[config.mk]
export PLATFORM = sky130hd
export DESIGN_NAME = seg8_scan_capture
export DESIGN_NICKNAME = d
export VERILOG_FILES = /design/src/rtl/seg8_pkg.sv /design/src/rtl/seg7_to_hex.sv /design/src/rtl/seg8_scan_capture.sv
export SDC_FILE = /design/constraint.sdc
export NUM_CORES = 1
export LEC_CHECK = 0
export CORE_MARGIN = 3
export CORE_UTILIZATION = 60
export CTS_BUF_LIST = sky130_fd_sc_hd__clkbuf_4
export DETAILED_ROUTE_END_ITERATION = 8
export PLACE_DENSITY = 0.86
export SLEW_MARGIN = 20
export SYNTH_ARGS = -nofsm -noshare
export SYNTH_HDL_FRONTEND = slang
export SYNTH_HIERARCHICAL = 1
export SYNTH_SLANG_ARGS = --single-unit
export TNS_END_PERCENT = 20
[constraint.sdc]
create_clock -name i_CLK -period 5.3 [get_ports i_CLK]
set_clock_uncertainty 0.05 [all_clocks]
set_input_delay 1.59 -clock i_CLK [delete_from_list [all_inputs] [get_ports i_CLK]]
set_output_delay 1.59 -clock i_CLK [all_outputs]
set_load 0.02 [all_outputs]
[src/rtl/seg8_pkg.sv]
// Shared constants and helpers for the multiplexed 4-digit 8-segment display path.
// Glyph codes use bit0..6 = segments a..g; bit7 is the decimal point.
package seg8_pkg;

    localparam int NUM_DIGITS = 4;
    localparam int DATA_W     = 20;

    localparam int SEG_A  = 0;
    localparam int SEG_B  = 1;
    localparam int SEG_C  = 2;
    localparam int SEG_D  = 3;
    localparam int SEG_E  = 4;
    localparam int SEG_F  = 5;
    localparam int SEG_G  = 6;
    localparam int SEG_DP = 7;

    localparam logic [6:0] SEG_GLYPH_0 = 7'h3F;
    localparam logic [6:0] SEG_GLYPH_1 = 7'h06;
    localparam logic [6:0] SEG_GLYPH_2 = 7'h5B;
    localparam logic [6:0] SEG_GLYPH_3 = 7'h4F;
    localparam logic [6:0] SEG_GLYPH_4 = 7'h66;
    localparam logic [6:0] SEG_GLYPH_5 = 7'h6D;
    localparam logic [6:0] SEG_GLYPH_6 = 7'h7D;
    localparam logic [6:0] SEG_GLYPH_7 = 7'h07;
    localparam logic [6:0] SEG_GLYPH_8 = 7'h7F;
    localparam logic [6:0] SEG_GLYPH_9 = 7'h6F;
    localparam logic [6:0] SEG_GLYPH_A = 7'h77;
    localparam logic [6:0] SEG_GLYPH_B = 7'h7C;
    localparam logic [6:0] SEG_GLYPH_C = 7'h39;
    localparam logic [6:0] SEG_GLYPH_D = 7'h5E;
    localparam logic [6:0] SEG_GLYPH_E = 7'h79;
    localparam logic [6:0] SEG_GLYPH_F = 7'h71;

    typedef enum logic [1:0] {
        SEL_BLANK   = 2'd0,
        SEL_VALID   = 2'd1,
        SEL_INVALID = 2'd2
    } sel_class_e;

    function automatic sel_class_e classify_sel(input logic [NUM_DIGITS-1:0] sel);
        int n;
        n = 0;
        for (int k = 0; k < NUM_DIGITS; k++) begin
            n = n + int'(sel[k]);
        end
        if (n == 0) begin
            return SEL_BLANK;
        end else if (n == 1) begin
            return SEL_VALID;
        end
        return SEL_INVALID;
    endfunction

    // Only meaningful when sel is one-hot.
    function automatic logic [1:0] onehot_index(input logic [NUM_DIGITS-1:0] sel);
        logic [1:0] idx;
        idx = 2'd0;
        for (int k = 0; k < NUM_DIGITS; k++) begin
            if (sel[k]) begin
                idx = 2'(k);
            end
        end
        return idx;
    endfunction

endpackage

[src/rtl/seg7_to_hex.sv]
// Combinational 7-segment glyph to hex nibble decoder; anything outside the
// sixteen hex glyphs (including blank) reports valid_o = 0 and nibble 0.
module seg7_to_hex
    import seg8_pkg::*;
(
    input  logic [6:0] seg_i,
    output logic [3:0] nibble_o,
    output logic       valid_o
);

    always_comb begin
        nibble_o = 4'h0;
        valid_o  = 1'b1;
        case (seg_i)
            SEG_GLYPH_0: nibble_o = 4'h0;
            SEG_GLYPH_1: nibble_o = 4'h1;
            SEG_GLYPH_2: nibble_o = 4'h2;
            SEG_GLYPH_3: nibble_o = 4'h3;
            SEG_GLYPH_4: nibble_o = 4'h4;
            SEG_GLYPH_5: nibble_o = 4'h5;
            SEG_GLYPH_6: nibble_o = 4'h6;
            SEG_GLYPH_7: nibble_o = 4'h7;
            SEG_GLYPH_8: nibble_o = 4'h8;
            SEG_GLYPH_9: nibble_o = 4'h9;
            SEG_GLYPH_A: nibble_o = 4'hA;
            SEG_GLYPH_B: nibble_o = 4'hB;
            SEG_GLYPH_C: nibble_o = 4'hC;
            SEG_GLYPH_D: nibble_o = 4'hD;
            SEG_GLYPH_E: nibble_o = 4'hE;
            SEG_GLYPH_F: nibble_o = 4'hF;
            default: begin
                nibble_o = 4'h0;
                valid_o  = 1'b0;
            end
        endcase
    end

endmodule

[src/rtl/seg8_scan_capture.sv]
// Captures a time-multiplexed 4-digit 8-segment bus: debounces each digit dwell,
// decodes glyphs to nibbles and strobes out one 20-bit word per complete frame.
module seg8_scan_capture
    import seg8_pkg::*;
#(
    parameter int STABLE_CYCLES    = 64,
    parameter int TIMEOUT_CYCLES   = 1048576,
    parameter bit DRAIN_ACTIVE_LOW = 1'b1,
    parameter bit SEG_ACTIVE_LOW   = 1'b0
) (
    input  logic                  i_CLK,
    input  logic                  i_RST_N,
    input  logic [NUM_DIGITS-1:0] i_Drains,
    input  logic [7:0]            i_Leds,
    output logic [DATA_W-1:0]     o_Data,
    output logic                  o_Data_DV,
    output logic                  o_Frame_Err,
    output logic                  o_Timeout,
    output logic [NUM_DIGITS-1:0] o_Digit_Mask
);

    localparam int STAB_W = $clog2(STABLE_CYCLES + 1);
    localparam int TOUT_W = $clog2(TIMEOUT_CYCLES) + 1;

    localparam logic [STAB_W-1:0] STAB_MAX    = STAB_W'(STABLE_CYCLES);
    localparam logic [STAB_W-1:0] STAB_ACCEPT = STAB_W'(STABLE_CYCLES - 1);
    localparam logic [TOUT_W-1:0] TOUT_LAST   = TOUT_W'(TIMEOUT_CYCLES - 1);

    // Input synchronizers
    logic [NUM_DIGITS-1:0] drains_s1_q, drains_s2_q;
    logic [7:0]            leds_s1_q, leds_s2_q;

    // Dwell tracking
    logic [NUM_DIGITS+7:0] prev_q;
    logic [STAB_W-1:0]     stab_q, stab_d;
    logic                  armed_q, armed_d;

    // Frame assembly
    logic [NUM_DIGITS-1:0][3:0] nib_q, nib_d;
    logic [NUM_DIGITS-1:0]      dp_q, dp_d;
    logic [NUM_DIGITS-1:0]      bad_q, bad_d;
    logic [NUM_DIGITS-1:0]      mask_q, mask_d;
    logic [TOUT_W-1:0]          tout_q, tout_d;

    // Registered outputs
    logic [DATA_W-1:0] data_q, data_d;
    logic              dv_q, dv_d;
    logic              err_q, err_d;
    logic              tpulse_q, tpulse_d;

    // Combinational helpers
    logic [NUM_DIGITS-1:0] sel_c;
    logic [7:0]            seg_c;
    logic [NUM_DIGITS+7:0] sample_c;
    sel_class_e            sel_class_c;
    logic                  match_c;
    logic                  accept_c;
    logic                  frame_done_c;
    logic                  timeout_c;
    logic [1:0]            digit_c;
    logic [3:0]            dec_nib;
    logic                  dec_ok;

    assign sel_c       = DRAIN_ACTIVE_LOW ? ~drains_s2_q : drains_s2_q;
    assign seg_c       = SEG_ACTIVE_LOW ? ~leds_s2_q : leds_s2_q;
    assign sample_c    = {sel_c, seg_c};
    assign sel_class_c = classify_sel(sel_c);
    assign digit_c     = onehot_index(sel_c);

    seg7_to_hex u_decode (
        .seg_i    (seg_c[SEG_G:SEG_A]),
        .nibble_o (dec_nib),
        .valid_o  (dec_ok)
    );

    // Stability counter: one accept per dwell, re-armed by any change or a non-valid select.
    always_comb begin
        match_c = (sel_class_c == SEL_VALID) && (sample_c == prev_q);
        stab_d  = '0;
        armed_d = 1'b1;
        if (match_c) begin
            stab_d  = (stab_q == STAB_MAX) ? stab_q : stab_q + 1'b1;
            armed_d = armed_q;
        end
        accept_c = match_c && armed_q && (stab_d == STAB_ACCEPT);
        if (accept_c) begin
            armed_d = 1'b0;
        end
    end

    // Frame completion takes priority over a coincident timeout.
    always_comb begin
        frame_done_c = (mask_q == {NUM_DIGITS{1'b1}});
        timeout_c    = (mask_q != '0) && !frame_done_c && !accept_c && (tout_q == TOUT_LAST);

        nib_d    = nib_q;
        dp_d     = dp_q;
        bad_d    = bad_q;
        mask_d   = mask_q;
        data_d   = data_q;
        dv_d     = 1'b0;
        err_d    = err_q;
        tpulse_d = 1'b0;

        if (frame_done_c) begin
            data_d = {dp_q, nib_q};
            dv_d   = 1'b1;
            err_d  = |bad_q;
            mask_d = '0;
            bad_d  = '0;
        end else if (timeout_c) begin
            tpulse_d = 1'b1;
            mask_d   = '0;
            bad_d    = '0;
        end

        if (accept_c) begin
            nib_d[digit_c]  = dec_ok ? dec_nib : 4'h0;
            dp_d[digit_c]   = seg_c[SEG_DP];
            bad_d[digit_c]  = !dec_ok;
            mask_d[digit_c] = 1'b1;
        end

        if ((mask_q == '0) || accept_c || frame_done_c || timeout_c) begin
            tout_d = '0;
        end else begin
            tout_d = tout_q + 1'b1;
        end
    end

    always_ff @(posedge i_CLK or negedge i_RST_N) begin
        if (!i_RST_N) begin
            drains_s1_q <= '0;
            drains_s2_q <= '0;
            leds_s1_q   <= '0;
            leds_s2_q   <= '0;
            prev_q      <= '0;
            stab_q      <= '0;
            armed_q     <= 1'b1;
            nib_q       <= '0;
            dp_q        <= '0;
            bad_q       <= '0;
            mask_q      <= '0;
            tout_q      <= '0;
            data_q      <= '0;
            dv_q        <= 1'b0;
            err_q       <= 1'b0;
            tpulse_q    <= 1'b0;
        end else begin
            drains_s1_q <= i_Drains;
            drains_s2_q <= drains_s1_q;
            leds_s1_q   <= i_Leds;
            leds_s2_q   <= leds_s1_q;
            prev_q      <= sample_c;
            stab_q      <= stab_d;
            armed_q     <= armed_d;
            nib_q       <= nib_d;
            dp_q        <= dp_d;
            bad_q       <= bad_d;
            mask_q      <= mask_d;
            tout_q      <= tout_d;
            data_q      <= data_d;
            dv_q        <= dv_d;
            err_q       <= err_d;
            tpulse_q    <= tpulse_d;
        end
    end

    assign o_Data       = data_q;
    assign o_Data_DV    = dv_q;
    assign o_Frame_Err  = err_q;
    assign o_Timeout    = tpulse_q;
    assign o_Digit_Mask = mask_q;

endmodule

---- After elaboration in Yosys (flattened, before gate mapping) ----
Index checks and enable logic that the tools add are counted.
word-level totals
  flip-flop bits (word level) ............. 116
  bits of input ports ..................... 14
  output and inout bits ................... 27
  logic and storage cells ................. 102
cells by class
  $add $sub $neg .......................... 5
  order comparisons ....................... 2
  equal/unequal tests ..................... 24
  muxes and demuxes ....................... 32
  bitwise gates (word level) .............. 2
  reduce and logical (&&, ||, !) cells .... 18
operator list
  cell                                                               count
  7-bit == test, second input constant                               13
  4-bit case mux with 15 select lines                                1
  32-bit zero test                                                   1
  4-bit two-way mux                                                  8
  21-bit by 1-bit adder with 21-bit output, second input constant    1
  21-bit by 20-bit == test with 1-bit output, second input constant  1
  7-bit by 6-bit == test with 1-bit output, second input constant    3
  21-bit two-way mux                                                 1
  16-bit bitwise mux                                                 1
  16-bit OR reduction                                                1
  7-bit by 3-bit == test with 1-bit output, second input constant    2
  7-bit two-way mux                                                  2
  12-bit == test                                                     1
  1-bit two-way mux                                                  10
  2-bit two-way mux                                                  5
  4-bit bitwise mux                                                  2
  4-bit demux with 2-bit select                                      1
  7-bit by 1-bit adder with 7-bit output, second input constant      1
  1-bit logical AND                                                  7
  3-bit by 1-bit adder with 4-bit output                             1
  4-bit by 1-bit == test with 1-bit output, second input constant    1
  4-bit == test, second input constant                               1
  4-bit zero test                                                    1
  4-bit NOT                                                          1
  other kinds (12)                                                   16

---- Longest topological paths before layout ----
  depth in word-level cells ............... 20
  depth in mapped cells ................... 12
  gate-level depth less buffers ........... 10

---- By module ----
Netlist, hierarchy kept.
modules (own cells, without submodules)
  module             times used  cells each  area each (sq um)  sequential area each (sq um)
  seg8_scan_capture  1           368         4,665.7            2,904.0
  seg7_to_hex        1           59          387.9              0.0

---- Worst setup path after synthesis ----
OpenSTA, ideal clock, no wires.
  path kind ............................... register to register
  from .................................... reg drains_s2_q[0]
  to ...................................... reg nib_q[10] (netlist name)
  setup time .............................. 0.128 ns
  data arrival time ....................... 3.112 ns
  data required time ...................... 5.122 ns
  slack ................................... 2.010 ns
  stages on the path, launching flop included .. 11
  path buffers ............................ 1
  clock period less this slack ............ 3.290 ns
  path through ............................ dfrtp_1 -> fa_1 -> inv_1 -> ha_1 -> ha_1 -> nor3b_1 -> nand2_1 -> or4_1 -> or4_1 -> buf_2 -> mux2_1
on the way
  word-level cells in the longest chain between the ends .. 13
  elaborated cells on any way between the ends .. 17
  classes of those cells .................. add/sub (3); eq/ne (4); mux (5); bitwise (1); reduce/logical (4)
ends and longest elaborated chain
  what                                      RTL line                  source
  from (decl)                               seg8_scan_capture.sv:30   logic [NUM_DIGITS-1:0] drains_s1_q, drains_s2_q;
  from (signal assigned)                    seg8_scan_capture.sv:151  drains_s2_q <= drains_s1_q;
  4-bit NOT *                               seg8_scan_capture.sv:64   assign sel_c = DRAIN_ACTIVE_LOW ? ~drains_s2_q : drains_s2_q;
  1-bit by 1-bit adder with 2-bit output    seg8_pkg.sv:44            n = n + int'(sel[k]);
  2-bit by 1-bit adder with 3-bit output    seg8_pkg.sv:44
  3-bit by 1-bit adder with 4-bit output    seg8_pkg.sv:44
  4-bit by 1-bit == test with 1-bit output  seg8_pkg.sv:48            end else if (n == 1) begin
  1-bit two-way mux                         seg8_pkg.sv:48
  1-bit two-way mux                         seg8_pkg.sv:46            if (n == 0) begin
  2-bit two-way mux                         seg8_pkg.sv:51            return SEL_INVALID;
  2-bit by 1-bit == test with 1-bit output  seg8_scan_capture.sv:78   match_c = (sel_class_c == SEL_VALID) && (sample_c == prev_q);
  1-bit logical AND *                       seg8_scan_capture.sv:78
  7-bit two-way mux                         seg8_scan_capture.sv:81   if (match_c) begin
  7-bit by 6-bit == test with 1-bit output  seg8_scan_capture.sv:85   accept_c = match_c && armed_q && (stab_d == STAB_ACCEPT);
  1-bit logical AND *                       seg8_scan_capture.sv:85
  to (signal assigned)                      seg8_scan_capture.sv:157  nib_q <= nib_d;
  to (decl)                                 seg8_scan_capture.sv:39   logic [NUM_DIGITS-1:0][3:0] nib_q, nib_d;
Every way passes the cells marked *; elsewhere a longest branch is shown, timed or not.
A chain may end at the register's enable or synchronous reset.

---- Worst setup path in the final report ----
  from .................................... reg drains_s2_q[0]
  to ...................................... reg nib_q[15] (netlist name)
Same word-level chain as after synthesis.

==> impl_metrics.ini <==
[global_route]
first_global_vias = 3389
grt_antenna_before_repair = 0
grt_use_total_pct = 21.5
grt_max_degree = 71
grt-ovfl-total = 0
grt_pass1_wl_mm = 16.5

[power_and_ir_drop]
leakage_nw = 2.56
vdd_ir_drop_max_mv = 0.242
power_density_mw_per_mm2 = 282

[sta]
final.min_clock_period_ns = 3.60
hold_viol = 0
rsz0062_at_grt = false
fmax_mhz = 278
finalMaxSlewViolations = 0
worst_slew_pin_slew_ns = 0.862
fin_crit_sh_pct = 67.9
fin_ws_ns = 1.70
slew_headroom_pct = 42.5
setup_viol = 0
fin_tns_setup_ns = 0

[placed_design]
dp_hpwl_mm = 6.51
gp_congestion = 0.902
port_buffers = 40
place_ws_ns = 1.72
place_inst = 555

[die]
core_area_mm2 = 0.00797
dieArea_mm2 = 0.00956
start_util_pct = 63.4
die_w_um = 97.8
die_h_um = 97.8
num_io_pins = 41
rows = 32

[yosys]
synth_cell_types = 54
synth.most_common_cell = dfrtp_1
synth_area_leaders = dfrtp_1, mux2_2, xnor2_1, nor2_1, xor2_1
ys_seq_area_share_pct = 57.5
synth_top_cell_by_area = dfrtp_1
syn-instance-count = 427
yosys_warnings = 6
syn_area_mm2 = 0.00505
ys_ff_latch = 116
synthTopCellsByCount = dfrtp_1, nor2_1, mux2_2
synthFlopType = dfrtp_1
synth_edf_count = 0
synth_top_area_share_pct = 56.9
syn_nets = 447
synth_area_per_cell_um2 = 11.8
async_flop_share_pct = 100

[layout]
diodes = 0
regArea_mm2 = 0.00290
fillCellCount = 528
area_growth_pct = 14.3
final_nets = 492
layout-drive-gt1-share_pct = 18.4
multi_input_area_mm2 = 0.00198
finalNonFillerCells = 587

[clock_network]
clkSlewWorstSetupHoldPaths_ns = 0.11
cts-buffers-inserted = 17
cts_tree = yes
post_cts_buffers = 0
clockRootBuffer = clkbuf_4
htreeDepth = 4
clk_latency_ns = 0.50
hold_buffers = 0
cts_sinks = 116
ctsResizeCount = 0
clock_path_buffers = 2

[drt]
ant_nets = 0
drc = 0
drt_iter0_drc = 198
vias = 3425
wirelength_mm = 9.67
post_drt_via_cell_ratio = 5.83
first_pass_iters = 5
wl_per_cell_um = 16.5

[setup_path]
crit_required_ns = 5.64
worstSetupPathType = flop to flop
end_kind = flop
worstPathArrival_ns = 3.94
startpoint_type = flop
crit_path_max_fanout = 6

[outcome]
status = complete, no violations

[hold_path]
min_path_type = flop to flop

[flow_run]
maxCapViolCount = 0
registers in the layout, indices dropped and copies added, names as in the netlist, 4 cells and up:
| register | cells |
|---|---|
| o_Digit_Mask | 4 |
| nib_q | 16 |
| leds_s1_q | 8 |
| leds_s2_q | 8 |
| tout_q | 21 |
| prev_q | 12 |
| drains_s2_q | 4 |
| dp_q | 4 |
| o_Data | 20 |
| bad_q | 4 |
| drains_s1_q | 4 |
| stab_q | 7 |
report_power, final:
| group | total (mW) | switching, mW | internal (mW) |
|---|---|---|---|
| Sequential | 0.916 | 0.0178 | 0.898 |
| Clock | 0.646 | 0.349 | 0.297 |
| Combinational | 0.0632 | 0.0374 | 0.0259 |
| Total | 1.63 | 0.404 | 1.22 |
layout make-up:
cell class / instances / area share [%]
clock buffer: 19 / 2.47
clock inverter: 13 / 2.60
inverter: 16 / 1.04
multi-input combinational: 279 / 34.2
sequential: 116 / 50.3
tap: 102 / 2.21
timing repair buffer: 42 / 7.15
per-layer routing:
layer | vias up | track usage (%) | share of wire, %
li1 | 1585 | - | -
met1 | 1706 | 28.9 | 44
met2 | 117 | 34.3 | 50
met3 | 17 | 6.64 | 4.4
met4 | 0 | 6.18 | 1.3
met5 | - | 0 | 0
cells by family after synthesis:
group	share of synthesized area [%]
AOI/OAI and AO/OA	4.63
xor gates and xnor gates	6.07
adders and majority gates	1.63
buffers and inverters	3.42
DFF	57.5
muxes	8.91
and+or+nand+nor	17.9
cell usage in the layout, fill, tap and decap left out, types with 3 or more instances in the layout:
cell | netlist | routed
dfrtp_1 | 115 | 115
inv_6 | 0 | 3
xor2_1 | 14 | 14
ha_1 | 5 | 5
nand4_1 | 15 | 15
nor4b_1 | 3 | 3
nor2_1 | 46 | 46
nor4_1 | 5 | 5
a31o_2 | 5 | 5
clkbuf_4 | 0 | 19
xnor2_1 | 21 | 21
inv_1 | 16 | 16
and3_1 | 5 | 5
clkinv_4 | 0 | 5
o21ai_0 | 5 | 5
or3_1 | 3 | 3
a21oi_1 | 8 | 8
nand2b_1 | 6 | 6
nor3b_1 | 5 | 5
buf_4 | 1 | 3
mux2_2 | 39 | 39
clkdlybuf4s50_1 | 0 | 39
and2_1 | 6 | 6
nand3_1 | 17 | 17
or3b_1 | 3 | 3
nor3_1 | 5 | 5
nand2_1 | 27 | 27
or4_1 | 3 | 3
worst paths after layout:
kind	startpoint	end	slack [ns]	cells after the start
max	drains_s2_q[0]	nib_q[15]	1.70	10
min	leds_s1_q[7]	leds_s2_q[7]	0.31	0
max reg2reg	drains_s2_q[0]	nib_q[15]	1.70	10
min reg2reg	leds_s1_q[7]	leds_s2_q[7]	0.31	0
max in group asynchronous	i_RST_N	armed_q	3.16	2
min in group asynchronous	i_RST_N	drains_s2_q[0]	1.14	1
critical path: stages, from the launching register on:
cell and delay [ns]:
dfrtp_1 0.45, fa_1 0.55, inv_1 0.04, ha_1 0.18, ha_1 0.27, nor3b_1 0.27
nand2_1 0.12, nor4_2 0.46, nand4_1 0.34, nor2_1 0.39, mux2_2 0.38
stage by stage:
| step | instance area (µm²) | power (mW) | utilization (%) | hold slack, ns |
|---|---|---|---|---|
| after floorplan | 5050 | 0.961 | - | 0.281 |
| after global placement | 5480 | 0.993 | 68.8 | 0.281 |
| after detailed placement | 5480 | 0.997 | 68.8 | 0.285 |
| after CTS | 5770 | 1.64 | 72.5 | 0.312 |
| after global routing | 5770 | 1.70 | 72.5 | 0.325 |
| final | 5770 | 1.63 | 72.5 | 0.309 |
Power figures use the tool's default switching activity.
